### config.mk
export PLATFORM = sky130hd
export DESIGN_NAME = regfile_write_buffer
export DESIGN_NICKNAME = d
export VERILOG_FILES = /design/src/rtl/regfile_write_buffer.sv
export SDC_FILE = /design/constraint.sdc
export NUM_CORES = 1
export LEC_CHECK = 0
export ABC_CLOCK_PERIOD_IN_PS = 3200
export CAP_MARGIN = 20
export CELL_PAD_IN_SITES_DETAIL_PLACEMENT = 1
export CELL_PAD_IN_SITES_GLOBAL_PLACEMENT = 2
export CORE_MARGIN = 10
export CORE_UTILIZATION = 31
export DETAILED_ROUTE_END_ITERATION = 7
export PLACE_DENSITY_LB_ADDON = 0.3
export SLEW_MARGIN = 20
export SYNTH_ARGS = -nofsm -noshare
export SYNTH_HDL_FRONTEND = slang
export SYNTH_SLANG_ARGS = --single-unit
export TNS_END_PERCENT = 20
### constraint.sdc
create_clock -name clk -period 3.2 [get_ports clk]
set_clock_uncertainty 0.15 [all_clocks]
set_input_delay 0.64 -clock clk [delete_from_list [all_inputs] [get_ports clk]]
set_output_delay 0.64 -clock clk [all_outputs]
set_load 0.01 [all_outputs]
### src/rtl/regfile_write_buffer.sv
// regfile_write_buffer
//
// Write-side front end for a three-read/one-write register file. Pipeline
// writebacks arrive through a valid/ready handshake and are queued in an
// in-order FIFO. The FIFO drains at most one entry per cycle onto the
// register file write port. Values that are queued but not yet committed
// are forwarded onto the three read ports, so readers always see the
// youngest value.
//
// Parameters:
//   DEPTH  queue entries (power of two, >= 2)
//   AW     register address width
//   DW     data width
//
// Ports:
//   clk, rst_n              clock, asynchronous active-low reset
//   wr_valid/wr_ready       writeback handshake (wr_ready = !full)
//   wr_addr, wr_data        writeback destination and value
//   drain_en                allows the head entry to commit this cycle
//   RW, PW, LE              register file write select/data/enable
//   RA, RB, RD              read selects from decode
//   PA_rf, PB_rf, PD_rf     raw register file read data
//   PA, PB, PD              forwarded read data
//   count, full, empty      queue occupancy and status
module regfile_write_buffer #(
  parameter int DEPTH = 4,
  parameter int AW    = 5,
  parameter int DW    = 32
) (
  input  logic                       clk,
  input  logic                       rst_n,
  input  logic                       wr_valid,
  output logic                       wr_ready,
  input  logic [AW-1:0]              wr_addr,
  input  logic [DW-1:0]              wr_data,
  input  logic                       drain_en,
  output logic [AW-1:0]              RW,
  output logic [DW-1:0]              PW,
  output logic                       LE,
  input  logic [AW-1:0]              RA,
  input  logic [AW-1:0]              RB,
  input  logic [AW-1:0]              RD,
  input  logic [DW-1:0]              PA_rf,
  input  logic [DW-1:0]              PB_rf,
  input  logic [DW-1:0]              PD_rf,
  output logic [DW-1:0]              PA,
  output logic [DW-1:0]              PB,
  output logic [DW-1:0]              PD,
  output logic [$clog2(DEPTH+1)-1:0] count,
  output logic                       full,
  output logic                       empty
);

  localparam int PTRW = $clog2(DEPTH);
  localparam int CW   = $clog2(DEPTH+1);

  // Queue storage and pointers
  logic [AW-1:0]   addr_q [DEPTH];
  logic [DW-1:0]   data_q [DEPTH];
  logic [PTRW-1:0] head_q, head_d;
  logic [PTRW-1:0] tail_q, tail_d;
  logic [CW-1:0]   count_q, count_d;

  // Last committed entry, shown on RW/PW while the queue is empty
  logic [AW-1:0]   last_addr_q;
  logic [DW-1:0]   last_data_q;

  logic            enq;
  logic            deq;

  // Read port bundling for the shared forwarding loop
  logic [AW-1:0]   rsel [3];
  logic [DW-1:0]   rfd  [3];
  logic [DW-1:0]   fwd  [3];
  logic [PTRW-1:0] idx;

  // Status derived purely from registered occupancy
  assign full     = (count_q == CW'(DEPTH));
  assign empty    = (count_q == '0);
  assign wr_ready = ~full;
  assign count    = count_q;
  assign LE       = ~empty & drain_en;

  // Writes to register 0 are accepted but never stored (hardwired zero)
  assign enq = wr_valid & wr_ready & (wr_addr != '0);
  assign deq = LE;

  assign RW = empty ? last_addr_q : addr_q[head_q];
  assign PW = empty ? last_data_q : data_q[head_q];

  // Pointer and occupancy next-state
  always_comb begin
    head_d  = head_q;
    tail_d  = tail_q;
    count_d = count_q;
    if (enq) begin
      tail_d = tail_q + PTRW'(1);
    end
    if (deq) begin
      head_d = head_q + PTRW'(1);
    end
    unique case ({enq, deq})
      2'b10:   count_d = count_q + CW'(1);
      2'b01:   count_d = count_q - CW'(1);
      default: count_d = count_q;
    endcase
  end

  always_ff @(posedge clk or negedge rst_n) begin
    if (!rst_n) begin
      head_q      <= '0;
      tail_q      <= '0;
      count_q     <= '0;
      last_addr_q <= '0;
      last_data_q <= '0;
      for (int unsigned i = 0; i < DEPTH; i++) begin
        addr_q[i] <= '0;
        data_q[i] <= '0;
      end
    end else begin
      head_q  <= head_d;
      tail_q  <= tail_d;
      count_q <= count_d;
      if (enq) begin
        addr_q[tail_q] <= wr_addr;
        data_q[tail_q] <= wr_data;
      end
      if (deq) begin
        last_addr_q <= addr_q[head_q];
        last_data_q <= data_q[head_q];
      end
    end
  end

  assign rsel[0] = RA;
  assign rsel[1] = RB;
  assign rsel[2] = RD;
  assign rfd[0]  = PA_rf;
  assign rfd[1]  = PB_rf;
  assign rfd[2]  = PD_rf;

  // Entries are walked oldest (head) to youngest so a later match
  // overrides an earlier one; the committing head still counts as valid
  // because the register file only captures it at the coming edge.
  always_comb begin
    idx = '0;
    for (int unsigned p = 0; p < 3; p++) begin
      fwd[p] = rfd[p];
      for (int unsigned i = 0; i < DEPTH; i++) begin
        idx = head_q + PTRW'(i);
        if ((CW'(i) < count_q) && (addr_q[idx] == rsel[p])) begin
          fwd[p] = data_q[idx];
        end
      end
      if (rsel[p] == '0) begin
        fwd[p] = '0;
      end
    end
  end

  assign PA = fwd[0];
  assign PB = fwd[1];
  assign PD = fwd[2];

endmodule

==> implementation parameters, run 1 <==
Parameter                              Value

Critical path
  Crit Path Max Fanout    8
  Worst EP arrival    3.52 ns
  Crit path max-delay family    buffers and inverters
  Critical path endpoint category    output port
  Crit-path most repeated cell    buf_6
  Cell with the biggest individual delay on the critical path    dfrtp_4
  Crit Path Category    reg -> out
  Crit-path cells    buf_12 -> buf_6 -> mux4_2 -> buf_4 -> buf_6 -> xor2_2 -> nor3_2 -> and3_4 -> buf_6 -> buf_12 -> a211oi_2 -> o31ai_2 -> buf_2
  Crit start category    flip-flop
  Longest individual stage delay on the worst path    0.51 ns
  Endpoint required time on the critical path    2.41 ns
  Count of buffer and inverter cells on the critical path    7

GRT
  Number of global-route vias before repair    18928
  Global-route wire length before repair    125 mm
  Total congestion overflow after global routing    0
  Antenna violations before repair    7
  Maximum number of pins on one net before global-route repair    101
  Overall fraction of global-route tracks in use    25.9%

Yosys
  Cell variety after synth    49
  Synth Net Count    1946
  Number of register bits inferred by synthesis    192
  Cell area after synthesis    17200 sq um
  Top cell types by occurrence after synthesis    192 x dfrtp_1, 192 x nand2_1, 185 x mux2_2
  Area share of the largest cell type after synthesis    28.0%
  Instance count of the mapped netlist    1785
  Async set-or-reset flop fraction in the synthesized netlist    100%
  Post-synthesis sequential area ratio    28.0%
  Ys flop type    dfrtp_1
  Top area cells in the synthesized netlist    dfrtp_1 28%, mux2_2 12%, mux4_2 10%
  EDFF count, synth    0
  Yosys warning count    0
  Post-synth top area cell    dfrtp_1
  Mean instance size in the synthesized netlist    9.61 sq um

Timing
  Worst slew pin tran    0.727 ns
  Worst relative slew slack    51.6%
  Upper clock frequency limit    232 MHz
  # setup viols final    131
  Total count of hold-check failures in the final report    0
  Worst setup margin    -1.11 ns
  Unrepaired setup endpoints after global routing    yes
  Clock period minus final worst setup slack    4.31 ns
  Final period util    135%
  Worst Hold Margin    0.325 ns
  Max-slew violation count    0

Power
  VDD IR-drop max    708 uV
  Leak pwr    10.5 nW
  Ratio of total power to cell area    1320 nW/um^2

Layout
  Layout overhead on the synthesized area    52.8%
  Share of cells above drive strength 1    48.4%
  Nets    2453

Placement
  Dpl ws    -1.17 ns
  Weighted congestion at the end of routability-driven global placement    0.910
  # port buffers    291
  Placed wire-length estimate after detailed placement    62.2 mm

Drt
  Vias per cell    5.80
  Total wirelength of the detailed-routed design    86.3 mm
  Average wire per standard cell    28.2 um
  Count of routing violations after the opening detailed-route iteration    1255
  Length of the first detailed-routing pass in iterations    5
  # DRC    0
  Total vias in the final route    17713
  Post-route ant nets    0

CTS
  Clock Tree Root    clkbuf_16
  Num CTS Buffers    17
  Clock edge transition at the registers on the reported setup and hold paths    0.08 ns
  Clock Path Buffers    2
  Number of sinks handled by clock tree synthesis    192
  Clock latency of the later-clocked register in the worst-skew pair    0.50 ns
  H-tree lvl count    4
  TritonCTS clock tree    done

Min path
  Worst Hold Class    reg -> reg

Die
  Starting density of the core    31.2%
  Number of top-level design ports    292
  Std-Cell Rows    86
  Die Footprint    65200 sq um
  Core Region    55000 sq um
  Overall die width    255 um
  Die Y    255 um

Job
  Max-cap violations    0

Run status
  Violated checks    negative setup slack
  Result of the run    finished, violations left
==> sequential cells by signal, summed over array words and instances, names as in the netlist <==
register,flops
addr_q,20
last_data_q,32
last_addr_q,5
count,3
tail_q,2
data_q,128
head_q,2
==> layer usage <==
layer	track usage [%]	share of wire, %
met1	32.5	41
met4	9.67	3.4
met5	0	0.024
met3	5.68	7.0
met2	43.0	49
==> report_power, final <==
group	total, W	switching (W)	internal [W]
logic	0.0274	0.0143	0.0130
registers	0.00493	0.00124	0.00368
clock network	0.00239	0.00112	0.00127
total	0.0347	0.0167	0.0180
==> final cells by class <==
type / count / area [sq um]
fillers: 5994 / 28800
multi-input cells: 1400 / 13000
repair buffers: 673 / 6840
flip-flops and latches: 192 / 4810
well taps: 748 / 936
clock buffers: 18 / 439
clock inverters: 14 / 179
inverters: 8 / 32.5
diodes: 3 / 7.51
==> through the flow <==
| stage | std cells | setup TNS [ns] | util [%] | instance area, sq um | total power [W] |
|---|---|---|---|---|---|
| CTS | 3045 | -107.58 | 46.4 | 25500 | 0.0334 |
| global route | 3056 | -123.60 | 47.7 | 26200 | 0.0367 |
| floorplan | 1785 | -1.63 | - | 17200 | 0.0174 |
| finish | 3056 | -109.73 | 47.7 | 26200 | 0.0347 |
| detailed placement | 2949 | -106.37 | 42.7 | 23500 | 0.0295 |
| global placement | 2949 | -103.11 | 42.7 | 23500 | 0.0290 |
==> layout by cell type, fill, tap and decap left out, types with 36 or more instances in the layout <==
cell type and count:
a211oi_2 65, a21oi_1 67, a32oi_1 88, and2_1 49
buf_12 85, buf_2 88, buf_4 241, buf_6 52
clkdlybuf4s50_1 159, dfrtp_1 190, mux2_2 172, mux2i_1 45
mux4_2 79, nand2_1 188, nor2_1 107, nor2b_1 58
nor3_1 47, o21ai_0 36, o31ai_2 62
==> cells by family after synthesis <==
logic type               after synthesis  synth area share [%]
buffers and inverters                193                  5.36
adder cells (fa/ha/maj)                9                 0.656
AND/OR/NAND/NOR                      568                  15.7
flip-flops                           192                  28.0
AO/OA/AOI/OAI                        443                  21.3
multiplexers                         314                  25.4
XOR/XNOR                              66                  3.54
==> tightest hold or removal path: stages, from the launching register on <==
cell	delay (ns)
dfrtp_1	0.34
nand2_1	0.05
nand2_1	0.05
==> path summary, 6_finish.rpt <==
| check | startpoint | to | slack (ns) | cells after the start |
|---|---|---|---|---|
| max | head_q[0]$_DFFE_PN0P_ | PB[7] | -1.11 | 13 |
| min | last_data_q[3]$_DFFE_PN0P_ | last_data_q[3]$_DFFE_PN0P_ | 0.32 | 2 |
| max reg2reg | count[0]$_DFFE_PN0P_ | count[2]$_DFFE_PN0P_ | 0.46 | 11 |
| min reg2reg | last_data_q[3]$_DFFE_PN0P_ | last_data_q[3]$_DFFE_PN0P_ | 0.32 | 2 |
| max in group asynchronous | rst_n | data_q[88]$_DFFE_PN0P_ | 1.50 | 3 |
| min in group asynchronous | rst_n | last_data_q[2]$_DFFE_PN0P_ | 0.51 | 2 |
==> what timing repair did <==
| action | CTS | global route |
|---|---|---|
| pin swaps | 140 | 62 |
| hold buffers | 1 | 0 |
| endpoints found under the setup margin | 134 | 135 |
| setup buffers | 63 | 12 |
| endpoints found under the hold margin | 49 | 0 |
| gates resized for setup | 746 | 170 |
| cloned | 6 | 1 |
(Power assumes the default switching activity.)
==> run 2: changes to the inputs <==
ABC_CLOCK_PERIOD_IN_PS = 3700   (was 3200)
SKIP_LAST_GASP = 1   (was unset)
clock period = 3.7 ns   (was 3.2 ns; I/O delays follow)
==> run 2 against run 1 <==
Against the previous run:
- the run still ends with negative setup slack left
- final area is 2.6% lower
- critical endpoint is now PD[7]
- via count grew 0.26%
- largest cell class unchanged
- worst setup slack better by 0.32 ns
- non-clock buffer count rose by 33
- hold slack lost 0.20 ns
- critical path depth grew 1
- count of clock-buffer cells in the layout shrank 1
- wire length up 0.66%
- combinational power is 16% lower
==> implementation parameters, run 2 (synthesized netlist as in run 1, its figures left out) <==
Parameter                              Value

Die
  Die Y    255 um (unchanged)
  Overall die width    255 um (unchanged)
  Starting density of the core    31.2% (unchanged)
  Die Footprint    65200 sq um (unchanged)
  Core Region    55000 sq um (unchanged)
  Std-Cell Rows    86 (unchanged)
  Number of top-level design ports    292 (unchanged)

Critical path
  Worst EP arrival    3.60 ns (+0.08 ns)
  Endpoint required time on the critical path    2.81 ns (+0.40 ns)
  Destination of the worst register-to-register timing path    count[2]$_DFFE_PN0P_
  Setup slack of the worst register-to-register path    0.81 ns (+0.35 ns)
  Launch instance of the worst register-to-register path    count[0]$_DFFE_PN0P_
  Crit Path Max Fanout    6 (-2)
  Cell with the biggest individual delay on the critical path    mux4_2
  Crit-path cells    buf_8 -> mux4_2 -> buf_6 -> xor2_2 -> nor4_2 -> buf_4 -> buf_4 -> buf_4 -> nand3_4 -> buf_4 -> clkbuf_16 -> nor2_1 -> o31ai_2 -> buf_2
  Count of buffer and inverter cells on the critical path    8 (+1)
  Crit Path Category    reg -> out
  Crit-path most repeated cell    buf_4
  Source of the critical timing path    head_q[0]$_DFFE_PN0P_
  Critical path endpoint category    output port
  Crit path max-delay family    buffers and inverters
  Longest individual stage delay on the worst path    0.55 ns (+0.04 ns)
  Count of cells along the worst register-to-register path    10 (-1)
  Crit start category    flip-flop

Run status
  Result of the run    finished, violations left
  Violated checks    negative setup slack

Drt
  # DRC    0 (unchanged)
  Post-route ant nets    0 (unchanged)
  Length of the first detailed-routing pass in iterations    5 (unchanged)
  Vias per cell    5.74 (-0.91%)
  Total vias in the final route    17759 (+0.26%)
  Total wirelength of the detailed-routed design    86.9 mm (+0.66%)
  Average wire per standard cell    28.1 um (-0.51%)
  Count of routing violations after the opening detailed-route iteration    1665 (+33%)

GRT
  Maximum number of pins on one net before global-route repair    117 (+16%)
  Overall fraction of global-route tracks in use    24.9% (-1.0 points)
  Number of global-route vias before repair    18410 (-2.7%)
  Total congestion overflow after global routing    0 (unchanged)
  Antenna violations before repair    8 (+1)
  Global-route wire length before repair    120 mm (-4.1%)

Timing
  Worst Hold Margin    0.122 ns (-0.202 ns)
  Worst slew pin tran    0.817 ns (+0.0900 ns)
  Clock period minus final worst setup slack    4.49 ns
  Final period util    121%
  Unrepaired setup endpoints after global routing    yes
  Sum of negative setup slack    -71.23 ns (+38.49 ns)
  Max-slew violation count    0 (unchanged)
  Upper clock frequency limit    223 MHz
  Worst setup margin    -0.790 ns (+0.316 ns)
  # setup viols final    127 (-3.1%)
  Worst relative slew slack    45.6% (-6.0 points)
  Total count of hold-check failures in the final report    0 (unchanged)

CTS
  Number of sinks handled by clock tree synthesis    192 (unchanged)
  TritonCTS clock tree    done
  Clock Path Buffers    2 (unchanged)
  Num CTS Buffers    17 (unchanged)
  Count of hold-fix buffers inserted at cts    0 (-1)
  Clock edge transition at the registers on the reported setup and hold paths    0.08 ns (about the same)
  Clock latency of the later-clocked register in the worst-skew pair    0.50 ns (about the same)
  Clock Tree Root    clkbuf_16
  H-tree lvl count    4 (unchanged)

Layout
  Most common library cell in the layout ignoring fill and taps    buf_4
  Largest registers    data_q: 128 flops, last_data_q: 32 flops, addr_q: 20 flops
  Layout overhead on the synthesized area    48.8%
  Commonest cells after routing, fill and taps aside    297 x buf_4, 193 x clkdlybuf4s50_1, 190 x dfrtp_1, 188 x nand2_1, 185 x mux2_2
  Share of cells above drive strength 1    44.3% (-4.1 points)
  Number of fillers in the final layout    6058 (+1.1%)
  Finished layout cell area    25500 sq um (-2.6%)
  Flip-flop count of the largest register, all copies and words added    128 (unchanged)
  Nets    2486 (+1.3%)
  Most flop-heavy register    data_q

Placement
  Dpl ws    -0.827 ns (+0.340 ns)
  # port buffers    291 (unchanged)
  Post-detailed-placement cell area    23400 sq um (-0.45%)
  Placed wire-length estimate after detailed placement    61.0 mm (-1.9%)
  Weighted congestion at the end of routability-driven global placement    0.901 (-0.92%)

Power
  Clock share of power    6.7% (-0.2 points)
  Internal power    0.0153 W (-15%)
  Leak pwr    10.3 nW (-2.3%)
  Comb pwr share    78.7% (-0.2 points)
  Proportion of power drawn by flip-flops and latches    14.6% (+0.4 points)
  VDD IR-drop max    528 uV (-25%)
  Overall power    0.0293 W (-15%)
  Switching component of the power    0.0140 W (-16%)
  Ratio of total power to cell area    1150 nW/um^2 (-13%)
  Fraction of power spent switching nets    47.7% (-0.38 points)

Min path
  Worst Hold Class    in -> async

Job
  Max-cap violations    0 (unchanged)
==> run 2: cell count changes in the layout (fill, tap and decap cells not counted), moves of 14 or more <==
cell,before,now
a211oi_1,8,24
o21ai_2,22,1
o31ai_1,18,38
clkbuf_2,6,26
o21ai_0,36,69
buf_4,241,297
buf_6,52,38
clkdlybuf4s50_1,159,193
buf_2,88,54
==> run 2: how the worst max path moves through the flow <==
| stage | end | cells after the start |
|---|---|---|
| 2_1_floorplan | PA[10] | 9 |
| 4_1_cts | PD[17] | 12 |
| 5_1_grt | PD[25] | 15 |
| 3_3_place_gp | PD[9] | 10 |
| 6_report | PD[7] | 14 |
| 3_5_place_dp | PD[16] | 10 |
==> run 2: area by class of cell <==
| cell class | count | area [sq um] | area share [%] |
|---|---|---|---|
| clock buffer | 17 | 425 | 1.67 |
| clock inverter | 15 | 173 | 0.676 |
| inverter | 8 | 30.0 | 0.118 |
| multi-input combinational | 1400 | 12200 | 47.9 |
| timing repair buffer | 706 | 6910 | 27.0 |
| tap | 748 | 936 | 3.66 |
| antenna | 6 | 15.0 | 0.0588 |
| sequential | 192 | 4810 | 18.8 |
==> run 2: stage by stage <==
| step | utilization, % | instances |
|---|---|---|
| after CTS | 44.9 | 3051 |
| after global routing | 46.4 | 3090 |
| final | 46.5 | 3092 |
| after floorplan | - | 1785 |
| after global placement | 42.5 | 2958 |
| after detailed placement | 42.5 | 2958 |
==> run 2: metal layers <==
metal	vias to the layer above	GRT usage (%)	part of all wire, %
met3	164	5.70	6.9
met4	2	10.4	3.7
met1	9125	31.1	41
li1	7757	-	-
met5	-	0	0.013
met2	711	40.8	48
==> run 2: power by group through the flow <==
stage	combinational [W]	clock, W	sequential, W
finish	0.0231	0.00197	0.00427
global route	0.0245	0.00209	0.00442
CTS	0.0218	0.00202	0.00423
detailed placement	0.0213	0	0.00428
global placement	0.0209	0	0.00412
floorplan	0.0111	0	0.00387
==> run 2: repair_timing <==
action | 4_1_cts | 5_1_grt
hold endpoints to repair | 0 | 0
setup buffers | 61 | 36
pin swaps | 63 | 62
cloned | 3 | 10
endpoints found under the setup margin | 129 | 133
gates resized for setup | 309 | 266
